--- config.mk ---
export PLATFORM = sky130hd
export DESIGN_NAME = id_stage_pipe
export DESIGN_NICKNAME = d
export VERILOG_FILES = /design/src/rtl/id_stage_pipe.sv
export SDC_FILE = /design/constraint.sdc
export NUM_CORES = 2
export LEC_CHECK = 0
export CORE_UTILIZATION = 53
export CTS_BUF_LIST = sky130_fd_sc_hd__clkbuf_2
export CTS_CLUSTER_DIAMETER = 50
export DETAILED_ROUTE_END_ITERATION = 8
export HOLD_SLACK_MARGIN = 0.06
export PLACE_DENSITY = 0.77
export SYNTH_ARGS = -nofsm -noshare
export SYNTH_HDL_FRONTEND = slang
export SYNTH_SLANG_ARGS = --single-unit
--- constraint.sdc ---
create_clock -name clk -period 11 [get_ports clk]
set_input_delay 1.65 -clock clk [delete_from_list [all_inputs] [get_ports clk]]
set_output_delay 1.65 -clock clk [all_outputs]
set_load 0.05 [all_outputs]
--- src/rtl/id_stage_pipe.sv ---
// Pipelined decode stage: control decode, write-through register file, immediate
// generation, ID/EX boundary register, load-use stall detection and branch flush.
module id_stage_pipe #(
    parameter int XLEN    = 32,
    parameter int NREG    = 32,
    parameter int RADDR_W = 5
) (
    input  logic               clk,
    input  logic               rst,
    input  logic               if_valid,
    input  logic [31:0]        if_instr,
    input  logic [XLEN-1:0]    if_pc,
    input  logic               flush,
    input  logic               wb_we,
    input  logic [RADDR_W-1:0] wb_rd,
    input  logic [XLEN-1:0]    wb_data,
    output logic               hazard_stall,
    output logic               ex_valid,
    output logic [XLEN-1:0]    ex_pc,
    output logic [XLEN-1:0]    ex_rs1_data,
    output logic [XLEN-1:0]    ex_rs2_data,
    output logic [XLEN-1:0]    ex_imm,
    output logic [RADDR_W-1:0] ex_rs1,
    output logic [RADDR_W-1:0] ex_rs2,
    output logic [RADDR_W-1:0] ex_rd,
    output logic               ex_regwrite,
    output logic               ex_alusrc,
    output logic               ex_memwrite,
    output logic               ex_memread,
    output logic               ex_resultsrc,
    output logic               ex_branch,
    output logic [1:0]         ex_aluop,
    output logic               ex_illegal
);

    localparam logic [6:0] OP_R      = 7'b0110011;
    localparam logic [6:0] OP_IALU   = 7'b0010011;
    localparam logic [6:0] OP_LOAD   = 7'b0000011;
    localparam logic [6:0] OP_STORE  = 7'b0100011;
    localparam logic [6:0] OP_BRANCH = 7'b1100011;

    logic [6:0]         opcode;
    logic [RADDR_W-1:0] rs1_idx;
    logic [RADDR_W-1:0] rs2_idx;
    logic [RADDR_W-1:0] rd_idx;
    logic [XLEN-1:0]    imm_i;
    logic [XLEN-1:0]    imm_s;
    logic [XLEN-1:0]    imm_b;
    logic               unused_instr;

    assign opcode  = if_instr[6:0];
    assign rs1_idx = if_instr[15 +: RADDR_W];
    assign rs2_idx = if_instr[20 +: RADDR_W];
    assign rd_idx  = if_instr[7 +: RADDR_W];
    assign imm_i   = {{(XLEN-12){if_instr[31]}}, if_instr[31:20]};
    assign imm_s   = {{(XLEN-12){if_instr[31]}}, if_instr[31:25], if_instr[11:7]};
    assign imm_b   = {{(XLEN-13){if_instr[31]}}, if_instr[31], if_instr[7],
                      if_instr[30:25], if_instr[11:8], 1'b0};
    assign unused_instr = ^if_instr;

    logic            dec_regwrite;
    logic            dec_alusrc;
    logic            dec_memwrite;
    logic            dec_memread;
    logic            dec_resultsrc;
    logic            dec_branch;
    logic [1:0]      dec_aluop;
    logic            dec_illegal;
    logic            use_rs1;
    logic            use_rs2;
    logic [XLEN-1:0] dec_imm;

    always_comb begin
        dec_regwrite  = 1'b0;
        dec_alusrc    = 1'b0;
        dec_memwrite  = 1'b0;
        dec_memread   = 1'b0;
        dec_resultsrc = 1'b0;
        dec_branch    = 1'b0;
        dec_aluop     = 2'b00;
        dec_illegal   = 1'b0;
        use_rs1       = 1'b0;
        use_rs2       = 1'b0;
        dec_imm       = '0;
        case (opcode)
            OP_R: begin
                dec_regwrite = 1'b1;
                dec_aluop    = 2'b10;
                use_rs1      = 1'b1;
                use_rs2      = 1'b1;
            end
            OP_IALU: begin
                dec_regwrite = 1'b1;
                dec_alusrc   = 1'b1;
                dec_aluop    = 2'b10;
                use_rs1      = 1'b1;
                dec_imm      = imm_i;
            end
            OP_LOAD: begin
                dec_regwrite  = 1'b1;
                dec_alusrc    = 1'b1;
                dec_memread   = 1'b1;
                dec_resultsrc = 1'b1;
                use_rs1       = 1'b1;
                dec_imm       = imm_i;
            end
            OP_STORE: begin
                dec_alusrc   = 1'b1;
                dec_memwrite = 1'b1;
                use_rs1      = 1'b1;
                use_rs2      = 1'b1;
                dec_imm      = imm_s;
            end
            OP_BRANCH: begin
                dec_branch = 1'b1;
                dec_aluop  = 2'b01;
                use_rs1    = 1'b1;
                use_rs2    = 1'b1;
                dec_imm    = imm_b;
            end
            default: dec_illegal = 1'b1;
        endcase
    end

    logic [XLEN-1:0] regs [0:NREG-1];
    logic [XLEN-1:0] rs1_data;
    logic [XLEN-1:0] rs2_data;

    always_ff @(posedge clk) begin
        if (!rst) begin
            for (int i = 0; i < NREG; i++) regs[i] <= '0;
        end else if (wb_we && wb_rd != '0) begin
            regs[wb_rd] <= wb_data;
        end
    end

    // Write-through lets an instruction see a value being written back this same cycle.
    always_comb begin
        rs1_data = regs[rs1_idx];
        if (rs1_idx == '0)
            rs1_data = '0;
        else if (wb_we && wb_rd == rs1_idx)
            rs1_data = wb_data;
    end

    always_comb begin
        rs2_data = regs[rs2_idx];
        if (rs2_idx == '0)
            rs2_data = '0;
        else if (wb_we && wb_rd == rs2_idx)
            rs2_data = wb_data;
    end

    logic load_use;

    assign load_use = if_valid && ex_valid && ex_memread && (ex_rd != '0) &&
                      ((use_rs1 && ex_rd == rs1_idx) || (use_rs2 && ex_rd == rs2_idx));
    assign hazard_stall = load_use && !flush;

    always_ff @(posedge clk) begin
        if (!rst) begin
            ex_valid     <= 1'b0;
            ex_pc        <= '0;
            ex_rs1_data  <= '0;
            ex_rs2_data  <= '0;
            ex_imm       <= '0;
            ex_rs1       <= '0;
            ex_rs2       <= '0;
            ex_rd        <= '0;
            ex_regwrite  <= 1'b0;
            ex_alusrc    <= 1'b0;
            ex_memwrite  <= 1'b0;
            ex_memread   <= 1'b0;
            ex_resultsrc <= 1'b0;
            ex_branch    <= 1'b0;
            ex_aluop     <= 2'b00;
            ex_illegal   <= 1'b0;
        end else begin
            ex_pc       <= if_pc;
            ex_rs1_data <= rs1_data;
            ex_rs2_data <= rs2_data;
            ex_imm      <= dec_imm;
            ex_rs1      <= rs1_idx;
            ex_rs2      <= rs2_idx;
            // Bubbles carry no destination so forwarding and hazard logic ignore them.
            if (flush || hazard_stall || !if_valid) begin
                ex_valid     <= 1'b0;
                ex_rd        <= '0;
                ex_regwrite  <= 1'b0;
                ex_alusrc    <= 1'b0;
                ex_memwrite  <= 1'b0;
                ex_memread   <= 1'b0;
                ex_resultsrc <= 1'b0;
                ex_branch    <= 1'b0;
                ex_aluop     <= 2'b00;
                ex_illegal   <= 1'b0;
            end else begin
                ex_valid     <= 1'b1;
                ex_rd        <= rd_idx;
                ex_regwrite  <= dec_regwrite;
                ex_alusrc    <= dec_alusrc;
                ex_memwrite  <= dec_memwrite;
                ex_memread   <= dec_memread;
                ex_resultsrc <= dec_resultsrc;
                ex_branch    <= dec_branch;
                ex_aluop     <= dec_aluop;
                ex_illegal   <= dec_illegal;
            end
        end
    end

endmodule

==> metrics.csv <==
metric,value,unit
status,"complete, no violations",
final_min_period_over_clock_period,0.6043,
whs_path_depth,2,
path_clk_slew,0.10,ns
required,9.35,ns
routed_wire_length_per_instance,31.01,microns
setup-violations-final,0,
multiInputGateArea,24390,sq um
io-pin-count,260,
slew_headroom,0.06703,
worst_ir_drop_vdd,0.00008707,V
timing.reg2reg.setup_slack,8.54,ns
timing.hold.worst_endpoint,ex_pc[20],
cts-resized-gates,0,
post_cts.repair.setup_buffers,0,
clock_insertion_delay_worst_skew,1.70,ns
detailedPlacementHpwl,108200,microns
leakagePower,0.02450,uW
finalMaxSlewViolations,0,
ant_nets,0,
crit_path_end_kind,primary output,
clockBufferDepth,4,
gpl.final_weighted_congestion,0.8688,
cap_viol_max_count,0,
design.final.nets,4836,
reg2reg_to,ex_aluop[0],
synthesis.instances,4506,
ctsHoldBuffers,0,
layout.area.seq,33410,sq um
grt_use_total,0.3485,
preCtsSetupSlack,4.428,ns
clock_tree_from_tritoncts,done,
fill_cells,8710,
powerDensity,143.0,nW/um^2
tritoncts.num_buffers,310,
cp_data_arrival_time,5.00,ns
maximum_number_of_pins_on_one_net_before_global_route_repair,138,
antenna_violations_before_repair,17,
synth.cell_area,59350,sq um
synth-main-ff-cell,edfxtp_1,
global_route.overflow_total,0,
synth_warnings,0,
buffer_ports.inserted,256,
dr.pass1.iters,7,
sequential_fraction_of_the_synthesis_area,0.5630,
die_h,336.6,microns
average_footprint_of_a_synthesized_cell,13.17,sq um
chipWidth,336.6,microns
root_buffer,clkbuf_2,
cts_htree_levels,5,
register_bit_total_from_synthesis,1157,
ys_async_sr_fraction,0,
hold-worst-slack,0.4518,ns
number_of_synthesized_flops_with_an_enable_pin,1024,
setup-tns-final,0,ns
rows,122,
clock_sinks,1157,
totalWireLength,200300,microns
worstSetupStartpointType,input pin,
fmax,0.1504,GHz
post-route-worst-setup-slack,4.352,ns
worst_hold_path_type,input pin to flip-flop,
share_of_cells_above_drive_strength_1,0.1981,
design.die.area,113300,sq um
first_global_vias,42000,
route.vias.total,43090,
area_added_between_synthesis_and_finish,10.82,%
grt_setup_unrepaired,no,
crit_path_max_fanout,14,
hold_path_startpoint,rst,
worst-r2r-cell-count,5,
max_slew.worst_pin.slew,1.398,ns
yosys.cell_types.count,56,
drt-initial-drc-count,6560,
drc,0,
grt_pass1_wl,281200,microns
routed_via_density,6.672,
fin_crit,6.648,ns
r2r_start,ex_rd[0],
placeable_area,110800,sq um
start_util,0.5355,
worst-setup-path-type,input pin to primary output,
timing.clock.skew,0.1590,ns
report.final.hold_viol_count,0,
cell type report:
type	count	area share
Sequential cell	1157	0.5081
Multi-Input combinational cell	2893	0.3709
Timing Repair Buffer	365	0.05188
Clock buffer	452	0.03440
Tap cell	1488	0.02831
Clock inverter	71	0.005175
Antenna cell	29	0.001103
Inverter	3	0.0001903
cells in the mapped netlist, types with 48 or more instances:
cell type / number / area share
mux2i_1: 560 / 0.094
nand3_1: 48 / 0.0040
o22ai_1: 93 / 0.0098
o21ai_0: 95 / 0.0080
clkbuf_1: 334 / 0.021
buf_2: 78 / 0.0066
nand2_1: 125 / 0.0079
a21oi_1: 126 / 0.011
dfxtp_1: 133 / 0.045
nor2_1: 68 / 0.0043
buf_4: 50 / 0.0063
and2_1: 1042 / 0.11
mux4_2: 213 / 0.081
a22oi_1: 177 / 0.022
mux2_2: 78 / 0.015
edfxtp_1: 1024 / 0.52
per-layer routing:
layer	up-vias	routed length, microns	global-route usage
met5	-	82	0
met4	6	11550	0.2074
met3	767	30330	0.1074
met2	3848	89320	0.5243
met1	21020	69010	0.4445
li1	17450	-	-
report_power, final:
part           leakage [uW]  switching [uW]  internal [uW]
clock network       0.00206            1790           1140
logic                0.0116             846            484
registers            0.0109             128           5020
logic make-up after synthesis:
group                  after synthesis  share of synthesized area
XOR/XNOR                            20                   0.002952
AND/OR/NAND/NOR                   1356                     0.1343
buffers and inverters              487                    0.03649
multiplexers                       851                     0.1901
AO/OA/AOI/OAI                      634                    0.07310
flip-flops                        1157                     0.5630
other                                1                 0.00006319
placed cells by master (no fill, tap or decap), types with 35 or more instances in the layout:
master	synthesis	routed
and2_1	1042	1041
buf_4	50	111
a22oi_1	177	177
o22ai_1	93	93
nand2_1	125	124
clkdlybuf4s50_1	0	247
a21oi_1	126	126
mux2_2	78	78
nor2_1	68	35
edfxtp_1	1024	1024
o21ai_0	95	64
dfxtp_1	133	133
clkinv_1	0	50
nand3_1	48	48
mux2i_1	560	560
mux4_2	213	213
clkbuf_2	0	452
state kept, by name, indices dropped and copies added (netlist names):
register,count
ex_resultsrc,1
ex_branch,1
ex_illegal,1
ex_rs1,5
ex_rs2,5
ex_valid,1
ex_rs1_data,32
ex_aluop,2
ex_memwrite,1
regs,1024
ex_pc,32
ex_imm,13
ex_regwrite,1
ex_rd,5
ex_rs2_data,32
ex_alusrc,1
worst max path at each step:
stage	slack (ns)	cells past startpoint	end	from
2_1_floorplan	5.53	9	hazard_stall	if_instr[15]
3_3_place_gp	4.39	7	hazard_stall	if_instr[24]
3_5_place_dp	4.43	7	hazard_stall	if_instr[24]
4_1_cts	4.42	7	hazard_stall	if_instr[24]
5_1_grt	4.19	7	hazard_stall	if_instr[24]
6_report	4.35	7	hazard_stall	if_instr[24]
through the flow:
stage                     cells  cell area (sq um)  power (uW)  utilization
after detailed placement   5906              63090        6528       0.5693
after global routing       6439              65720        9678       0.5930
after CTS                  6429              65690        9366       0.5928
after floorplan            4537              59460        6042            -
final                      6458              65760        9406       0.5934
after global placement     5906              63090        6493       0.5693
critical path: stages:
cell	delay, ns
clkdlybuf4s50_1	0.74
xor2_1	0.30
nor4_1	0.34
o2111ai_1	0.18
a211oi_2	0.78
nor2b_1	0.21
clkdlybuf4s50_1	0.80
No activity file was read; power rests on OpenSTA's default activity.
